## src/rtl/if_stage_pkg.sv

```systemverilog
// Shared types and constants for the instruction-fetch stage.
package if_stage_pkg;

    localparam int          REG_W          = 64;
    localparam int          INST_W         = 32;
    localparam logic [63:0] RESET_PC_DEF   = 64'h0000_0000_8000_0000;

    typedef enum logic {
        S_REQ  = 1'b0,
        S_WAIT = 1'b1
    } fetch_state_e;

    typedef struct packed {
        logic [REG_W-1:0]  pc;
        logic [INST_W-1:0] inst;
    } ibuf_entry_t;

    function automatic logic [REG_W-1:0] align_pc(input logic [REG_W-1:0] pc);
        return {pc[REG_W-1:2], 2'b00};
    endfunction

endpackage

```

## src/rtl/if_stage_if.sv

```systemverilog
// Instruction-memory request/grant/response bus between fetch (master) and memory (slave).
interface if_stage_if;
    import if_stage_pkg::*;

    logic              inst_req;
    logic [REG_W-1:0]  inst_addr;
    logic              inst_gnt;
    logic              inst_rvalid;
    logic [INST_W-1:0] inst_rdata;

    modport master (
        output inst_req,
        output inst_addr,
        input  inst_gnt,
        input  inst_rvalid,
        input  inst_rdata
    );

    modport slave (
        input  inst_req,
        input  inst_addr,
        output inst_gnt,
        output inst_rvalid,
        output inst_rdata
    );

endinterface

```

## src/rtl/if_stage_fifo.sv

```systemverilog
// Instruction buffer: power-of-two FIFO with flush; head data reads as zero when empty.
module if_fifo #(
    parameter int DEPTH = 2,
    parameter int WIDTH = 96,
    localparam int PTR_W = $clog2(DEPTH),
    localparam int CNT_W = PTR_W + 1
) (
    input  logic             clk,
    input  logic             rst,
    input  logic             push,
    input  logic             pop,
    input  logic             flush,
    input  logic [WIDTH-1:0] wdata,
    output logic             full,
    output logic             empty,
    output logic [CNT_W-1:0] count,
    output logic [WIDTH-1:0] head
);

    logic [WIDTH-1:0] mem [DEPTH];
    logic [PTR_W-1:0] rd_ptr;
    logic [PTR_W-1:0] wr_ptr;
    logic             do_push;
    logic             do_pop;

    assign empty   = (count == '0);
    assign full    = (count == CNT_W'(DEPTH));
    assign do_push = push & ~flush;
    assign do_pop  = pop & ~empty & ~flush;
    assign head    = empty ? '0 : mem[rd_ptr];

    // NOTE: sequential state uses <= so every register sees pre-edge values of the others.
    always_ff @(posedge clk) begin
        if (rst || flush) begin
            rd_ptr <= '0;
            wr_ptr <= '0;
            count  <= '0;
        end else begin
            if (do_push) wr_ptr <= wr_ptr + 1'b1;
            if (do_pop)  rd_ptr <= rd_ptr + 1'b1;
            case ({do_push, do_pop})
                2'b10:   count <= count + 1'b1;
                2'b01:   count <= count - 1'b1;
                default: count <= count;
            endcase
        end
    end

    // NOTE: storage is not reset; validity lives entirely in the pointers and count.
    always_ff @(posedge clk) begin
        if (do_push) mem[wr_ptr] <= wdata;
    end

endmodule

```

## src/rtl/if_stage.sv

```systemverilog
// Instruction-fetch stage: owns the PC, issues one outstanding fetch at a time,
// buffers {pc, inst} pairs for decode and handles redirects from execute.
module if_stage
    import if_stage_pkg::*;
#(
    parameter logic [63:0] RESET_PC   = RESET_PC_DEF,
    parameter int          IBUF_DEPTH = 2
) (
    input  logic              clk,
    input  logic              rst,
    if_stage_if.master        inst_bus,
    input  logic              redirect_valid,
    input  logic [REG_W-1:0]  redirect_pc,
    output logic              if_valid,
    output logic [INST_W-1:0] if_inst,
    output logic [REG_W-1:0]  if_pc,
    input  logic              id_ready
);

    localparam int CNT_W = $clog2(IBUF_DEPTH) + 1;

    fetch_state_e     state;
    logic [REG_W-1:0] pc_r;
    logic [REG_W-1:0] req_pc;
    logic             drop_r;

    logic [CNT_W-1:0] buf_count;
    logic [CNT_W:0]   occ;
    logic             buf_full;
    logic             buf_empty;
    logic             fire;
    logic             push;
    logic             pop;
    ibuf_entry_t      push_entry;
    ibuf_entry_t      head_entry;

    // An outstanding request reserves a buffer slot so a response never finds the buffer full.
    assign occ = {1'b0, buf_count} + {{CNT_W{1'b0}}, (state == S_WAIT)};

    assign inst_bus.inst_req  = ~rst & (state == S_REQ) & (occ < (CNT_W+1)'(IBUF_DEPTH))
                              & ~redirect_valid;
    assign inst_bus.inst_addr = pc_r;

    assign fire = inst_bus.inst_req & inst_bus.inst_gnt;
    assign push = (state == S_WAIT) & inst_bus.inst_rvalid & ~drop_r & ~redirect_valid & ~buf_full;
    assign pop  = if_valid & id_ready;

    assign push_entry = '{pc: req_pc, inst: inst_bus.inst_rdata};

    assign if_valid = ~rst & ~buf_empty;
    assign if_inst  = head_entry.inst;
    assign if_pc    = head_entry.pc;

    always_ff @(posedge clk) begin
        if (rst) begin
            state  <= S_REQ;
            pc_r   <= RESET_PC;
            req_pc <= '0;
            drop_r <= 1'b0;
        end else if (redirect_valid) begin
            pc_r <= align_pc(redirect_pc);
            // A response landing with the redirect is simply discarded; otherwise mark it stale.
            if (state == S_WAIT) begin
                if (inst_bus.inst_rvalid) begin
                    state  <= S_REQ;
                    drop_r <= 1'b0;
                end else begin
                    drop_r <= 1'b1;
                end
            end
        end else begin
            case (state)
                S_REQ: begin
                    if (fire) begin
                        req_pc <= pc_r;
                        pc_r   <= pc_r + 64'd4;
                        state  <= S_WAIT;
                    end
                end
                S_WAIT: begin
                    if (inst_bus.inst_rvalid) begin
                        drop_r <= 1'b0;
                        state  <= S_REQ;
                    end
                end
            endcase
        end
    end

    if_fifo #(
        .DEPTH (IBUF_DEPTH),
        .WIDTH ($bits(ibuf_entry_t))
    ) u_ibuf (
        .clk   (clk),
        .rst   (rst),
        .push  (push),
        .pop   (pop),
        .flush (redirect_valid),
        .wdata (push_entry),
        .full  (buf_full),
        .empty (buf_empty),
        .count (buf_count),
        .head  (head_entry)
    );

endmodule

```

## src/flat_wrapper.sv

```systemverilog
// flat-port wrapper written by rule: the top's interface ports become plain ports
module if_stage_flat import if_stage_pkg::*;
#(
    parameter logic [63:0] RESET_PC   = RESET_PC_DEF,
    parameter int          IBUF_DEPTH = 2
)
  (clk, rst, redirect_valid, redirect_pc, if_valid, if_inst, if_pc, id_ready, inst_bus_inst_req, inst_bus_inst_addr, inst_bus_inst_gnt, inst_bus_inst_rvalid, inst_bus_inst_rdata);
  if_stage_if inst_bus_i ();
  input  logic clk;
  input  logic rst;
  input  logic redirect_valid;
  input  logic [REG_W-1:0] redirect_pc;
  output logic if_valid;
  output logic [INST_W-1:0] if_inst;
  output logic [REG_W-1:0] if_pc;
  input  logic id_ready;
  output wire logic [$bits(inst_bus_i.inst_req)-1:0] inst_bus_inst_req;
  output wire logic [$bits(inst_bus_i.inst_addr)-1:0] inst_bus_inst_addr;
  input wire logic [$bits(inst_bus_i.inst_gnt)-1:0] inst_bus_inst_gnt;
  input wire logic [$bits(inst_bus_i.inst_rvalid)-1:0] inst_bus_inst_rvalid;
  input wire logic [$bits(inst_bus_i.inst_rdata)-1:0] inst_bus_inst_rdata;
  assign inst_bus_inst_req = inst_bus_i.inst_req;
  assign inst_bus_inst_addr = inst_bus_i.inst_addr;
  assign inst_bus_i.inst_gnt = inst_bus_inst_gnt;
  assign inst_bus_i.inst_rvalid = inst_bus_inst_rvalid;
  assign inst_bus_i.inst_rdata = inst_bus_inst_rdata;
  if_stage #(.RESET_PC(RESET_PC), .IBUF_DEPTH(IBUF_DEPTH)) u_core (.clk(clk), .rst(rst), .inst_bus(inst_bus_i), .redirect_valid(redirect_valid), .redirect_pc(redirect_pc), .if_valid(if_valid), .if_inst(if_inst), .if_pc(if_pc), .id_ready(id_ready));
endmodule
```

## config.mk

```make
export PLATFORM = sky130hd
export DESIGN_NAME = if_stage_flat
export DESIGN_NICKNAME = d
export VERILOG_FILES = /design/src/rtl/if_stage_pkg.sv /design/src/rtl/if_stage_if.sv /design/src/rtl/if_stage_fifo.sv /design/src/rtl/if_stage.sv /design/src/flat_wrapper.sv
export SDC_FILE = /design/constraint.sdc
export NUM_CORES = 1
export LEC_CHECK = 0
export BUFFER_PORTS_ARGS = -buffer_cell sky130_fd_sc_hd__buf_2
export CORE_ASPECT_RATIO = 0.6
export CORE_MARGIN = 3
export CORE_UTILIZATION = 50
export DETAILED_ROUTE_END_ITERATION = 10
export PLACE_DENSITY_LB_ADDON = 0.08
export SETUP_SLACK_MARGIN = 0.2
export SYNTH_ARGS = -nofsm -noshare
export SYNTH_HDL_FRONTEND = slang
export SYNTH_SLANG_ARGS = --single-unit
```

## constraint.sdc

```tcl
create_clock -name clk -period 6.65 [get_ports clk]
set_clock_uncertainty 0.2 [all_clocks]
set_input_delay 1.33 -clock clk [delete_from_list [all_inputs] [get_ports clk]]
set_output_delay 1.33 -clock clk [all_outputs]
set_load 0.01 [all_outputs]
```

## Word level (Yosys, flattened, before mapping)

Memory sizes are Yosys's and may differ from the RTL's. A register that Yosys moved wholly into a read port is not among the register bits.
Index checks and enable logic that the tools add are counted.

- Bits in read-only memories: 0
- Word-level logic and storage cells: 67
- Register bits after elaboration: 134
- Latch bits: 0
- Input port bits: 102
- Memories kept: 1
- Memory bits (writable): 192
- Output and inout port bits: 162

Memories:

| memory | words | bits a word | rd ports | clocked after Yosys merged registers in | write ports | line | text |
|---|---|---|---|---|---|---|---|
| u_core.u_ibuf.mem | 2 | 96 | 1 | 1 | 1 | if_stage_fifo.sv:20 | `logic [WIDTH-1:0] mem [DEPTH];` |

- Shift operators: 0
- Add/subtract/negate cells: 6
- Divide/modulo/power cells: 0
- Muxes and demuxes: 18
- Multiply operators: 0
- Bitwise logic cells: 19
- Order comparisons: 1
- Eq/ne operators: 4
- Reduce and logical (&&, ||, !) cells: 10

Operators by type and width:

| cell | number |
|---|---|
| two-way mux 64 bit | 3 |
| two-way mux 96 bit | 1 |
| adder 64 x 3 -> 64 bit, second input constant | 1 |
| bitwise AND 1 bit | 13 |
| two-way mux 1 bit | 12 |
| NOT 1 bit | 6 |
| AND reduction 2 bit | 3 |
| nonzero test 2 bit | 3 |
| equality test 2 bit, second input constant | 2 |
| one-hot mux 2 bit (2 select lines) | 1 |
| adder 2 x 1 -> 3 bit | 1 |
| < comparator 3 x 2 -> 1 bit, second input constant | 1 |
| AND reduction 3 bit | 1 |
| adder 1 bit, second input constant | 2 |
| adder 2 x 1 -> 2 bit, second input constant | 1 |
| equality test 2 x 1 -> 1 bit, second input constant | 1 |
| zero test 2 bit | 1 |
| != test 2 bit, second input constant | 1 |
| one-hot mux 1 bit (2 select lines) | 1 |
| OR reduction 2 bit | 1 |
| subtractor 2 x 1 -> 2 bit, second input constant | 1 |
| logical OR 1 bit | 1 |

## Depth between registers and ports, before layout

Gate-level depths: netlist (run 1).

- Depth after elaboration: 8
- Mapped depth: 9
- Gate-level depth less buffers: 6

## By module

From an unflattened synthesis (run 1), not the netlist that was laid out.

- Cells, all modules: 1,251
- Area total of the unflattened synthesis: 13,820.8 um^2

Modules (own cells, without submodules):

| module | instances | seq. area each (um^2) | area an instance (um^2) | cells an instance |
|---|---|---|---|---|
| if_fifo | 1 | 5,865.6 | 7,418.4 | 430 |
| if_stage | 1 | 2,522.4 | 6,402.4 | 821 |

## Worst setup path before layout (run 1)

OpenSTA, ideal clock, no wires.

- Path type: input to register
- Start: input port redirect_valid
- End: memory u_core.u_ibuf.mem[0][0] (enable)
- Path buffers: 1
- Cell stages on the path: 4
- Setup time: 548 ps
- Data required time: 5,902 ps
- Arrival: 5,751 ps
- Slack: 151 ps
- Path through: clkbuf_1 nor2_1 o2111ai_1 nor2_1

- Cells in the longest elaborated chain, start to end: 6

Ends and longest elaborated chain:

| what | line | text |
|---|---|---|
| start: declaration | flat_wrapper.sv:11 | `input logic redirect_valid;` |
| NOT 1 bit (*) | if_stage_fifo.sv:28, if_stage.sv:45 |  |
| bitwise AND 1 bit (2 in series) | if_stage.sv:45 | `assign push = (state == S_WAIT) & inst_bus.inst_rvalid & ~drop_r & ~redirect_valid & ~buf_full;` |
| bitwise AND 1 bit (*) | if_stage_fifo.sv:28 | `assign do_push = push & ~flush;` |
| two-way mux 1 bit (*) | if_stage_fifo.sv:51 | `if (do_push) mem[wr_ptr] <= wdata;` |
| two-way mux 1 bit (not written as such) (*) | if_stage_fifo.sv:51 |  |
| end: declaration | if_stage_fifo.sv:20 |  |

Mark *: on every way between the ends. The rest lies on a longest branch, timed or not.

## Worst setup path in the final report (run 1)

- Start: register u_core.u_ibuf.count[0]
- End: output port if_pc[63]

- Cells in the longest elaborated chain, start to end: 2

Ends and longest elaborated chain:

| what | line | text |
|---|---|---|
| start: declaration | if_stage_fifo.sv:16 | `output logic [CNT_W-1:0] count,` |
| start signal: assignment | if_stage_fifo.sv:42 | `2'b10: count <= count + 1'b1;` |
| start signal: assignment | if_stage_fifo.sv:43 | `2'b01: count <= count - 1'b1;` |
| start signal: assignment | if_stage_fifo.sv:44 | `default: count <= count;` |
| zero test 2 bit | if_stage_fifo.sv:26 | `assign empty = (count == '0);` |
| two-way mux 96 bit | if_stage_fifo.sv:30 | `assign head = empty ? '0 : mem[rd_ptr];` |
| end: declaration | flat_wrapper.sv:15 | `output logic [REG_W-1:0] if_pc;` |

No other way between the ends.

==> summary.txt, run 1 <==
Status
  – Status: complete, no violations

Critical path
  – CP max FO: 65
  – RR Endpoint: u_core.inst_bus.inst_addr[50]
  – Critical path's top delay family: simple AND/OR/NAND/NOR gates
  – CP endpoint kind: output pin
  – Startpoint Class: flop
  – Worst Path Arrival: about 2800 ps
  – FF-to-FF path depth: 6
  – CP max-delay cell: nor2_4
  – Worst path required time: ~5000 ps
  – Reg2reg start: u_core.inst_bus.inst_addr[2]
  – Critical setup path kind: reg -> out
  – Crit path depth: 4
  – R2r setup slk: between 3000 and 4000 ps
  – Crit path largest cell delay: just over 700 ps
  – Buf/Inv on CP: 2
  – Cell chain of the critical path: nor2_4 -> buf_4 -> nor2_1 -> buf_2

Timing
  – Finish-stage setup viols: 0
  – Hold slack final: 252.0 ps
  – Transition time of the tightest slew-check pin: 888.7 ps
  – Final hold violation count: 0
  – Setup TNS: 0 ps
  – Final Cycle Share: 0.6572
  – FMAX: about 230 MHz
  – Slew headroom: 0.4061
  – Slew Viols, Final: 0
  – Final min period: between 4000 and 5000 ps
  – RSZ-0062 raised after global routing: false

Pwr
  – P_sw: approximately 0.9 mW
  – Clock Power Share: 0.427
  – Internal power: 3.246 mW
  – Max VDD drop: around 170 µV
  – Sequential share of power: 0.523
  – Switching share of total power: 0.2171
  – Cell area power density: 259.3 mW/mm²
  – Gate power share: 0.050
  – Leak: between 5 and 6 nW

Placed design
  – Port buffer count: approximately 260
  – Placer Congestion: between 0.8 and 0.9
  – Dpl cells: ~1.8k
  – Post-DP HPWL: ~24 mm

Synth
  – Mapped Area: 0.01346 mm²
  – Post-synth ARST share: 0
  – Sequential fraction of the synthesis area: 0.6142
  – Seq cells post-synth: ~320
  – Distinct cells, synth: 61
  – Top FF cell, synth: edfxtp_1
  – Post-synthesis cell count: approximately 1.3k
  – Ys Warns: 0
  – Avg Inst Size Synth: between 10 and 15 µm²
  – Number of synthesized flops with an enable pin: between 150 and 200

Cells and area
  – Layout area overhead: 18.78%
  – Register area: about 0.0083 mm²
  – Finished Layout Cells: 1835
  – Share of cells above drive strength 1: 0.2254
  – FILL cells: about 2.2k
  – Multi-input gate area: approximately 0.0048 mm²
  – Nets: 1563

Clocking
  – H-Tree Level Count: 1
  – CTS Buf Count: 29
  – Post-CTS setup buffer count: 0
  – CTS tree: built
  – Reg clk slew, reported paths: 70 ps
  – Worst-Skew Late Latency: roughly 570 ps
  – Post-CTS sizing: 0
  – # hold bufs at CTS: 0
  – Root Buffer: clkbuf_16
  – Sink Count: roughly 320
  – Clock buffer depth: 3

Drt
  – Drt total wl: around 37 mm
  – Wire length per cell: 20.07 µm
  – Antenna viol nets, final: 0
  – 1st-pass router iterations: 5
  – Vias per inst: about 5.7
  – 1st-iter DRT viols: about 870
  – Post-route DRC: 0
  – Total vias in the final route: around 11k

GRT
  – Antenna violations before repair: 2
  – Grt ovf: 0
  – Maximum number of pins on one net before global-route repair: 70
  – Gr usage total: 0.2459
  – Number of global-route vias before repair: slightly below 10k
  – First-pass GRT wire length: 56.00 mm

Floorplanning
  – I/O pin count: 264
  – Total core area: 0.02590 mm²
  – Std cell rows: 45
  – Die Area: just under 0.03 mm²
  – Die Ht: between 100 and 150 µm
  – Starting Density: 0.5197
  – Die X: 217.8 µm

Min path
  – Worst Hold Depth: 0
  – Hold path start: u_core.req_pc[10]
  – Hold Crit Class: reg -> reg
  – Hold path endpoint: u_core.u_ibuf.mem[1][42]

Job
  – Max-cap violations: 0
placed cells by master, fill, tap and decap left out, types with 3 or more instances in the layout:
| cell type | instances |
|---|---|
| inv_1 | 8 |
| buf_4 | 15 |
| dfxtp_1 | 130 |
| and4_1 | 12 |
| o21ai_0 | 16 |
| or4_1 | 13 |
| buf_2 | 256 |
| nand2_1 | 177 |
| nor4_1 | 15 |
| a211o_1 | 3 |
| a22oi_1 | 5 |
| clkbuf_16 | 29 |
| nand3_1 | 36 |
| o221ai_1 | 4 |
| o311ai_0 | 15 |
| a21oi_1 | 99 |
| o22ai_1 | 5 |
| nand4_1 | 21 |
| mux2i_1 | 95 |
| conb_1 | 4 |
| or3_1 | 16 |
| nor3_1 | 27 |
| nor2_1 | 138 |
| clkbuf_8 | 5 |
| xor2_1 | 3 |
| and2_1 | 14 |
| a211oi_1 | 5 |
| bufinv_16 | 5 |
| and3_1 | 15 |
| xnor2_1 | 8 |
| a31oi_1 | 29 |
| o211ai_1 | 8 |
| a221oi_1 | 5 |
| nor2_4 | 4 |
| clkbuf_1 | 7 |
| edfxtp_1 | 188 |
| clkinv_2 | 5 |
per-layer routing:
layer	global-route usage	wire, µm
met3	0.05152	2848
met5	0	13
met4	0.04560	672
met2	0.3649	16040
met1	0.3771	17250
per-stage QoR:
stage               instance area [µm²]  setup WS, ps  utilization  power (mW)
floorplan                         13470         151.3            -       2.308
detailed placement                14970          2500       0.5780       2.416
global placement                  14970          2500       0.5780       2.411
CTS                               15990          2300       0.6172       4.174
finish                            15990          2280       0.6173       4.145
global route                      15990          2134       0.6173       4.285
layout make-up:
type                            instances  share of cell area
Clock inverter                         13             0.01221
Tap cell                              352             0.02755
Clock buffer                           41             0.05134
Timing Repair Buffer                  272             0.08843
Inverter                                8            0.001878
Antenna cell                            1           0.0001565
Multi-Input combinational cell        829              0.3011
Sequential cell                       319              0.5174
state kept, by name, summed over array words and instances (netlist names), named ones only:
register                   cells
u_core.drop_r                  1
u_core.inst_bus.inst_addr     62
u_core.req_pc                 62
u_core.state                   1
u_core.u_ibuf.count            2
u_core.u_ibuf.mem            188
u_core.u_ibuf.rd_ptr           1
u_core.u_ibuf.wr_ptr           1
synthesized netlist by cell type (all sizes together) (2+ instances only):
master,n,share of area
and3,15,0.0070
a211o,3,0.0020
and4,12,0.0078
xor2,3,0.0020
and2,15,0.0070
nand3,37,0.014
edfxtp,188,0.42
a41o,2,0.0015
mux2,2,0.0017
buf,25,0.0086
or2,3,0.0014
a31oi,29,0.013
a221oi,5,0.0033
o221ai,4,0.0026
xnor2,8,0.0052
nor4,15,0.0070
mux2i,95,0.071
a222oi,2,0.0015
nor3,27,0.010
a21oi,99,0.037
a22oi,5,0.0028
or3,16,0.0074
o22ai,5,0.0023
dfxtp,131,0.19
or4,14,0.0081
nand2,177,0.049
clkbuf,74,0.021
o21a,2,0.0011
o211ai,8,0.0045
o311ai,15,0.0098
a21o,2,0.0011
o21ai,16,0.0059
nor2,142,0.040
nand2b,2,0.00093
nor4b,2,0.0018
ha,2,0.0019
a32oi,2,0.0013
inv,8,0.0022
nand4,21,0.0098
a211oi,5,0.0028
power by group through the flow:
| stage | clock network (mW) | registers [mW] | logic (mW) |
|---|---|---|---|
| 5_1_grt | 1.88 | 2.17 | 0.225 |
| 3_3_place_gp | 0 | 2.21 | 0.202 |
| 6_report | 1.77 | 2.17 | 0.205 |
| 3_5_place_dp | 0 | 2.21 | 0.205 |
| 2_1_floorplan | 0 | 2.20 | 0.107 |
| 4_1_cts | 1.80 | 2.17 | 0.206 |
cell families (layout without fill, tap and decap cells):
logic type / after synthesis / in the layout / share of synthesized area
AOI/OAI and AO/OA: 213 / 213 / 0.09872
xor gates and xnor gates: 11 / 11 / 0.007158
adders and majority gates: 2 / 2 / 0.001859
buffers and inverters: 107 / 334 / 0.03142
DFF: 319 / 319 / 0.6142
muxes: 97 / 97 / 0.07232
other: 1 / 5 / 0.0002786
and+or+nand+nor: 502 / 502 / 0.1740
how the worst max path moves through the flow:
stage,slack (ps),to,startpoint
after floorplan,150,u_core.u_ibuf.mem[0][0],redirect_valid
after global placement,2500,u_core.inst_bus.inst_addr[44],inst_bus_inst_gnt
after detailed placement,2500,u_core.inst_bus.inst_addr[44],inst_bus_inst_gnt
after CTS,2300,if_pc[63],u_core.u_ibuf.count[0]
after global routing,2130,if_pc[63],u_core.u_ibuf.count[1]
final,2280,if_pc[63],u_core.u_ibuf.count[0]
No activity file was read; power rests on OpenSTA's default activity.
==> inputs of run 2 (changes only) <==
==> constraint.sdc (replaced) <==
create_clock -name clk -period 3.6 [get_ports clk]
set_clock_uncertainty 0.2 [all_clocks]
set_input_delay 0.72 -clock clk [delete_from_list [all_inputs] [get_ports clk]]
set_output_delay 0.72 -clock clk [all_outputs]
set_load 0.01 [all_outputs]
==> summary.txt, run 2 (synthesis gave the netlist of run 1 again) <==
Clocking
  – # hold bufs at CTS: 0 (unchanged)
  – CTS Buf Count: 29 (unchanged)
  – Reg clk slew, reported paths: 60 ps (was 70 ps)
  – Post-CTS setup buffer count: 0 (unchanged)
  – Post-CTS sizing: 0 (unchanged)
  – Clock buffer depth: 3 (unchanged)
  – H-Tree Level Count: 1 (unchanged)
  – CTS tree: built (unchanged)
  – Worst-Skew Late Latency: 550 ps (was 570 ps)
  – Sink Count: 319 (unchanged)
  – Root Buffer: clkbuf_16 (unchanged)

Floorplanning
  – Total core area: 0.02590 mm² (unchanged)
  – Die Area: 0.02899 mm² (unchanged)
  – I/O pin count: 264 (unchanged)
  – Std cell rows: 45 (unchanged)
  – Die Ht: 133.1 µm (unchanged)
  – Die X: 217.8 µm (unchanged)
  – Starting Density: 0.5197 (unchanged)

Timing
  – Slew headroom: 0.4067 (was 0.4061)
  – Slew Viols, Final: 0 (unchanged)
  – RSZ-0062 raised after global routing: false (unchanged)
  – Transition time of the tightest slew-check pin: 890.0 ps (was 888.7 ps)
  – Hold slack final: 154.9 ps (was 252.0 ps)
  – FMAX: between 300 and 400 MHz
  – Final hold violation count: 0 (unchanged)
  – Finish-stage setup viols: 0 (unchanged)
  – Final Cycle Share: 0.8860
  – Final min period: roughly 3200 ps

Critical path
  – Worst Path Arrival: 2270 ps (was 2840 ps)
  – Worst path required time: 2680 ps (was 5120 ps)
  – CP endpoint kind: output pin (unchanged)
  – CP max FO: 42 (was 65)
  – RR Endpoint: u_core.inst_bus.inst_addr[32] (was u_core.inst_bus.inst_addr[50])
  – Reg2reg start: u_core.inst_bus.inst_addr[2] (unchanged)
  – R2r setup slk: 460 ps (was 3330 ps)
  – CP max-delay cell: dfxtp_4 (was nor2_4)
  – Buf/Inv on CP: 2 (unchanged)
  – Critical path's top delay family: flip-flops (was simple AND/OR/NAND/NOR gates)
  – Cell chain of the critical path: buf_12 -> mux2i_1 -> nor2_1 -> buf_2 (was nor2_4 -> buf_4 -> nor2_1 -> buf_2)
  – Startpoint Class: flop (unchanged)
  – Crit path largest cell delay: 670 ps (was 710 ps)
  – Critical setup path kind: reg -> out (unchanged)
  – FF-to-FF path depth: 6 (unchanged)

Cells and area
  – Multi-input gate area: 0.004813 mm² (unchanged)
  – Most frequent cells in the layout: 256 x buf_2, 188 x edfxtp_1, 177 x nand2_1 (unchanged)
  – Most common cell after layout, fill and taps aside: buf_2 (unchanged)
  – Finished Layout Cells: 1849 (was 1835)
  – Register area: 0.008272 mm² (unchanged)
  – Max reg flops: 188 (unchanged)
  – FILL cells: 2194 (was 2202)
  – Nets: 1577 (was 1563)
  – Layout area overhead: 19.87% (was 18.78%)
  – Largest register by flop count: u_core.u_ibuf.mem (unchanged)
  – Share of cells above drive strength 1: 0.2301 (was 0.2254)

Min path
  – Worst Hold Depth: 1 (was 0)
  – Hold path endpoint: u_core.u_ibuf.mem[0][18] (was u_core.u_ibuf.mem[1][42])
  – Hold path start: inst_bus_inst_rdata[18] (was u_core.req_pc[10])
  – Hold Crit Class: in -> reg (was reg -> reg)

Status
  – Status: complete, no violations (unchanged)

Placed design
  – Port buffer count: 257 (unchanged)
  – Dpl cells: 1794 (was 1780)
  – Post-DP HPWL: 23.70 mm (was 23.87 mm)
  – Placer Congestion: 0.8337 (was 0.8504)

Drt
  – Total vias in the final route: 10.61k (was 10.53k)
  – Drt total wl: 36.02 mm (was 36.82 mm)
  – Wire length per cell: 19.48 µm (was 20.07 µm)
  – 1st-iter DRT viols: 951 (was 871)
  – 1st-pass router iterations: 7 (was 5)
  – Antenna viol nets, final: 0 (unchanged)
  – Post-route DRC: 0 (unchanged)
  – Vias per inst: 5.736 (was 5.738)

Pwr
  – Total power: 7.557 mW (was 4.145 mW)
  – Leak: 5.900 nW (was 5.828 nW)
  – Cell area power density: 468.3 mW/mm² (was 259.3 mW/mm²)
  – Max VDD drop: 405.8 µV (was 168.4 µV)

GRT
  – Maximum number of pins on one net before global-route repair: 138 (was 70)
  – Number of global-route vias before repair: 9592 (was 9731)
  – Gr usage total: 0.2391 (was 0.2459)
  – Antenna violations before repair: 4 (was 2)
  – Grt ovf: 0 (unchanged)
  – First-pass GRT wire length: 54.89 mm (was 56.00 mm)

Job
  – Max-cap violations: 0 (unchanged)
run 2: cell types whose count changed in the layout (fill, tap and decap cells not counted), moves of 2 or more:
cell      change
buf_4         +8
clkinv_1      +3
clkbuf_8      -2
buf_12        +6
run 2: worst max path at each step:
stage                                      start                            end  slack [ps]  cells past startpoint
floorplan                         redirect_valid        u_core.u_ibuf.mem[1][0]        -740                      4
global placement    u_core.inst_bus.inst_addr[2]  u_core.inst_bus.inst_addr[32]         550                      6
detailed placement  u_core.inst_bus.inst_addr[2]  u_core.inst_bus.inst_addr[32]         480                      6
CTS                                         flop                      if_pc[30]         390                      4
global route                                flop                      if_pc[30]         280                      4
finish                                      flop                      if_pc[30]         410                      4
run 2: area by class of cell:
type	instances	share of cell area
diodes	2	0.0003102
clock buffers	40	0.05071
clock inverters	13	0.01008
inverters	8	0.001861
multi-input cells	829	0.2983
flip-flops and latches	319	0.5126
well taps	352	0.02730
repair buffers	286	0.09879
run 2: worst register-to-register path, cell delays in order, from the launching register on:
cell and delay, ps:
dfxtp_1 460, ha_1 260, nand3_2 190, or4_1 830, or3_1 550, or3_1 340, a311oi_1 240
run 2: stage by stage:
| stage | instance area (µm²) | setup TNS [ps] | utilization | worst slack, ps |
|---|---|---|---|---|
| 6_report | 16140 | 0 | 0.6230 | 410.6 |
| 3_3_place_gp | 15150 | 0 | 0.5849 | 545.8 |
| 2_1_floorplan | 13480 | -138590 | - | -737.3 |
| 3_5_place_dp | 15150 | 0 | 0.5849 | 481.8 |
| 5_1_grt | 16140 | 0 | 0.6230 | 284.7 |
| 4_1_cts | 16130 | 0 | 0.6228 | 392.1 |
run 2: metal layers:
| metal | part of all wire | GRT usage |
|---|---|---|
| met3 | 0.093 | 0.05380 |
| met2 | 0.42 | 0.3461 |
| met5 | 0.00094 | 0 |
| met1 | 0.46 | 0.3699 |
| met4 | 0.017 | 0.04814 |
run 2: report_power, final:
part	switching [mW]	internal (mW)	total, mW	leakage, nW
clock network	1.30	1.87	3.17	0.478
registers	0.0969	3.91	4.00	2.92
logic	0.237	0.150	0.387	2.50
total	1.63	5.92	7.56	5.90
==> inputs of run 3 (changes only) <==
--- a/config.mk
+++ b/config.mk
@@ -5,6 +5,7 @@
 export SDC_FILE = /design/constraint.sdc
 export NUM_CORES = 1
 export LEC_CHECK = 0
+export ABC_AREA = 1
 export BUFFER_PORTS_ARGS = -buffer_cell sky130_fd_sc_hd__buf_2
 export CORE_ASPECT_RATIO = 0.6
 export CORE_MARGIN = 3
==> summary.txt, run 3 <==
GRT
  – Antenna violations before repair: 2 (was 4)
  – Gr usage total: 0.2638 (was 0.2391)
  – Maximum number of pins on one net before global-route repair: 115 (was 138)
  – Number of global-route vias before repair: 10.90k (was 9592)
  – Grt ovf: 0 (unchanged)
  – First-pass GRT wire length: 62.90 mm (was 54.89 mm)

Placed design
  – Dpl cell area: 0.01594 mm² (was 0.01515 mm²)
  – Placer Congestion: 0.9253 (was 0.8337)
  – Port buffer count: 257 (unchanged)
  – Post-DP HPWL: 28.84 mm (was 23.70 mm)
  – Dpl cells: 2216 (was 1794)

Synth
  – Yosys top cell by area: edfxtp_1 (unchanged)
  – Post-synth ARST share: 0 (unchanged)
  – Distinct cells, synth: 46 (was 61)
  – Avg Inst Size Synth: 8.680 µm² (was 10.75 µm²)
  – Ys Warns: 0 (unchanged)
  – Top-count cell post-synth: nand2_1 (was edfxtp_1)
  – Post-synth top area share: 0.3942 (was 0.4194)
  – Sequential fraction of the synthesis area: 0.5773 (was 0.6142)
  – Seq cells post-synth: 319 (unchanged)
  – Number of synthesized flops with an enable pin: 188 (unchanged)
  – Mapped Area: 0.01432 mm² (was 0.01346 mm²)
  – Top cells by count, synth: 534 x nand2_1, 188 x edfxtp_1, 146 x a21oi_1 (was 188 x edfxtp_1, 177 x nand2_1, 142 x nor2_1)
  – Top FF cell, synth: edfxtp_1 (unchanged)
  – Post-synthesis cell count: 1650 (was 1252)
  – Main area contributors after synthesis: edfxtp_1 39%, dfxtp_1 18%, nand2_1 14% (was edfxtp_1 42%, dfxtp_1 19%, mux2i_1 7.1%)

Min path
  – Hold Crit Class: in -> reg (unchanged)
  – Hold path start: inst_bus_inst_rdata[3] (was inst_bus_inst_rdata[18])
  – Worst Hold Depth: 1 (unchanged)
  – Hold path endpoint: u_core.u_ibuf.mem[0][3] (was u_core.u_ibuf.mem[0][18])

Floorplanning
  – Starting Density: 0.5138 (was 0.5197)
  – Die Ht: 137.1 µm (was 133.1 µm)
  – Die X: 224.5 µm (was 217.8 µm)
  – I/O pin count: 264 (unchanged)
  – Std cell rows: 47 (was 45)
  – Die Area: 0.03078 mm² (was 0.02899 mm²)
  – Total core area: 0.02787 mm² (was 0.02590 mm²)

Drt
  – Vias per inst: 5.336 (was 5.736)
  – 1st-iter DRT viols: 1084 (was 951)
  – 1st-pass router iterations: 7 (unchanged)
  – Antenna viol nets, final: 0 (unchanged)
  – Post-route DRC: 0 (unchanged)
  – Drt total wl: 41.60 mm (was 36.02 mm)
  – Wire length per cell: 18.29 µm (was 19.48 µm)
  – Total vias in the final route: 12.13k (was 10.61k)

Clocking
  – CTS tree: built (unchanged)
  – Sink Count: 319 (unchanged)
  – Root Buffer: clkbuf_16 (unchanged)
  – Worst-Skew Late Latency: 580 ps (was 550 ps)
  – Clock buffer depth: 3 (unchanged)
  – H-Tree Level Count: 1 (unchanged)
  – Reg clk slew, reported paths: 60 ps (about the same)
  – CTS Buf Count: 30 (was 29)

Cells and area
  – Max reg flops: 188 (unchanged)
  – Layout area overhead: 17.82% (was 19.87%)
  – Share of cells above drive strength 1: 0.1927 (was 0.2301)
  – Most common cell after layout, fill and taps aside: nand2_1 (was buf_2)
  – Most frequent cells in the layout: 534 x nand2_1, 257 x buf_2, 188 x edfxtp_1 (was 256 x buf_2, 188 x edfxtp_1, 177 x nand2_1)
  – Nets: 1985 (was 1577)
  – Design Area, Final: 0.01687 mm² (was 0.01614 mm²)
  – Finished Layout Cells: 2274 (was 1849)
  – FILL cells: 2518 (was 2194)
  – Largest register by flop count: u_core.u_ibuf.mem (unchanged)

Timing
  – Final hold violation count: 0 (unchanged)
  – Hold slack final: 133.5 ps (was 154.9 ps)
  – Slew Viols, Final: 0 (unchanged)
  – RSZ-0062 raised after global routing: false (unchanged)
  – Final Cycle Share: 0.8494 (was 0.8860)
  – Slew headroom: 0.3561 (was 0.4067)
  – Setup TNS: 0 ps (unchanged)
  – Finish-stage setup viols: 0 (unchanged)
  – FMAX: 327.0 MHz (was 313.5 MHz)
  – Final min period: 3058 ps (was 3189 ps)
  – Transition time of the tightest slew-check pin: 965.9 ps (was 890.0 ps)

Critical path
  – Worst Path Arrival: 2140 ps (was 2270 ps)
  – Critical setup path kind: reg -> out (unchanged)
  – CP max FO: 29 (was 42)
  – R2r setup slk: 1040 ps (was 460 ps)
  – CP endpoint kind: output pin (unchanged)
  – Startpoint Class: flop (unchanged)
  – Worst path required time: 2680 ps (about the same)
  – RR Endpoint: u_core.inst_bus.inst_addr[56] (was u_core.inst_bus.inst_addr[32])
  – Reg2reg start: u_core.inst_bus.inst_addr[3] (was u_core.inst_bus.inst_addr[2])
  – FF-to-FF path depth: 12 (was 6)

Pwr
  – Gate power share: 0.058 (was 0.051)
  – Total power: 7.473 mW (was 7.557 mW)
  – Leak: 7.095 nW (was 5.900 nW)
  – Sequential share of power: 0.540 (was 0.530)
  – Clock Power Share: 0.402 (was 0.419)
  – P_sw: 1.740 mW (was 1.633 mW)
  – Internal power: 5.734 mW (was 5.924 mW)
  – Max VDD drop: 297.6 µV (was 405.8 µV)
  – Switching share of total power: 0.2328 (was 0.2160)
  – Cell area power density: 442.9 mW/mm² (was 468.3 mW/mm²)

Status
  – Status: complete, no violations (unchanged)

Job
  – Max-cap violations: 0 (unchanged)
## run 3: cell count changes in the layout (fill, tap and decap cells not counted), sizes merged, moves of 16 or more
cell	change
nand2	+366
inv	+124
mux2i	-95
a21oi	+47
nand3	+47
o21ai	+32
o21a	+16
or3	-16
## run 3: cell families (layout without fill, tap and decap cells)
group,Yosys count,after routing,share of synthesized area
DFF,319,319,0.5773
buffers and inverters,214,466,0.06106
other,1,6,0.0002618
adders and majority gates,2,2,0.001747
xor gates and xnor gates,16,16,0.009784
and+or+nand+nor,851,851,0.2549
AOI/OAI and AO/OA,247,247,0.09496
## run 3: worst max path at each step
stage	startpoint	to	slack [ps]
2_1_floorplan	inst_bus_inst_rvalid	u_core.u_ibuf.mem[1][0]	-620
3_3_place_gp	redirect_valid	u_core.inst_bus.inst_addr[43]	640
3_5_place_dp	redirect_valid	u_core.inst_bus.inst_addr[43]	670
6_report	flop	if_pc[5]	540
5_1_grt	flop	if_pc[60]	390
4_1_cts	flop	if_pc[60]	250
## run 3: timing repair
| action | CTS | global route |
|---|---|---|
| setup endpoints to repair | 0 | 59 |
| gates resized for setup | 0 | 1 |
| hold buffers | 0 | 0 |
| setup buffers | 0 | 0 |
## run 3: layout make-up
cell class | count | area (µm²) | share of cell area
diodes | 2 | 5.005 | 0.0002966
clock buffers | 46 | 862.1 | 0.05109
clock inverters | 10 | 62.56 | 0.003707
inverters | 132 | 499.2 | 0.02958
multi-input cells | 1120 | 5221 | 0.3094
flip-flops and latches | 319 | 8272 | 0.4902
well taps | 367 | 459.2 | 0.02721
repair buffers | 278 | 1494 | 0.08853
## run 3: power by group through the flow
stage	registers, mW	logic (mW)	clock network (mW)
floorplan	4.09	0.236	0
global placement	4.11	0.422	0
detailed placement	4.11	0.431	0
CTS	4.03	0.433	3.06
global route	4.04	0.482	3.21
finish	4.03	0.435	3.00
## run 3: routing by layer
| metal | vias up | track usage | share of wire |
|---|---|---|---|
| met1 | 5746 | 0.4243 | 0.49 |
| met5 | - | 0 | 0 |
| met4 | 0 | 0.04937 | 0.013 |
| li1 | 5912 | - | - |
| met3 | 41 | 0.04480 | 0.079 |
| met2 | 435 | 0.3730 | 0.41 |
## run 3: per-stage QoR
step	setup WS, ps	utilization
CTS	247.6	0.6052
global route	394.0	0.6054
global placement	643.2	0.5720
finish	542.3	0.6054
detailed placement	669.9	0.5720
floorplan	-619.5	-
## run 3: critical path, stage by stage (launching register included)
cell and delay, ps:
dfxtp_4 570, buf_4 410, nand2_1 90, a21oi_1 280
buf_2 200
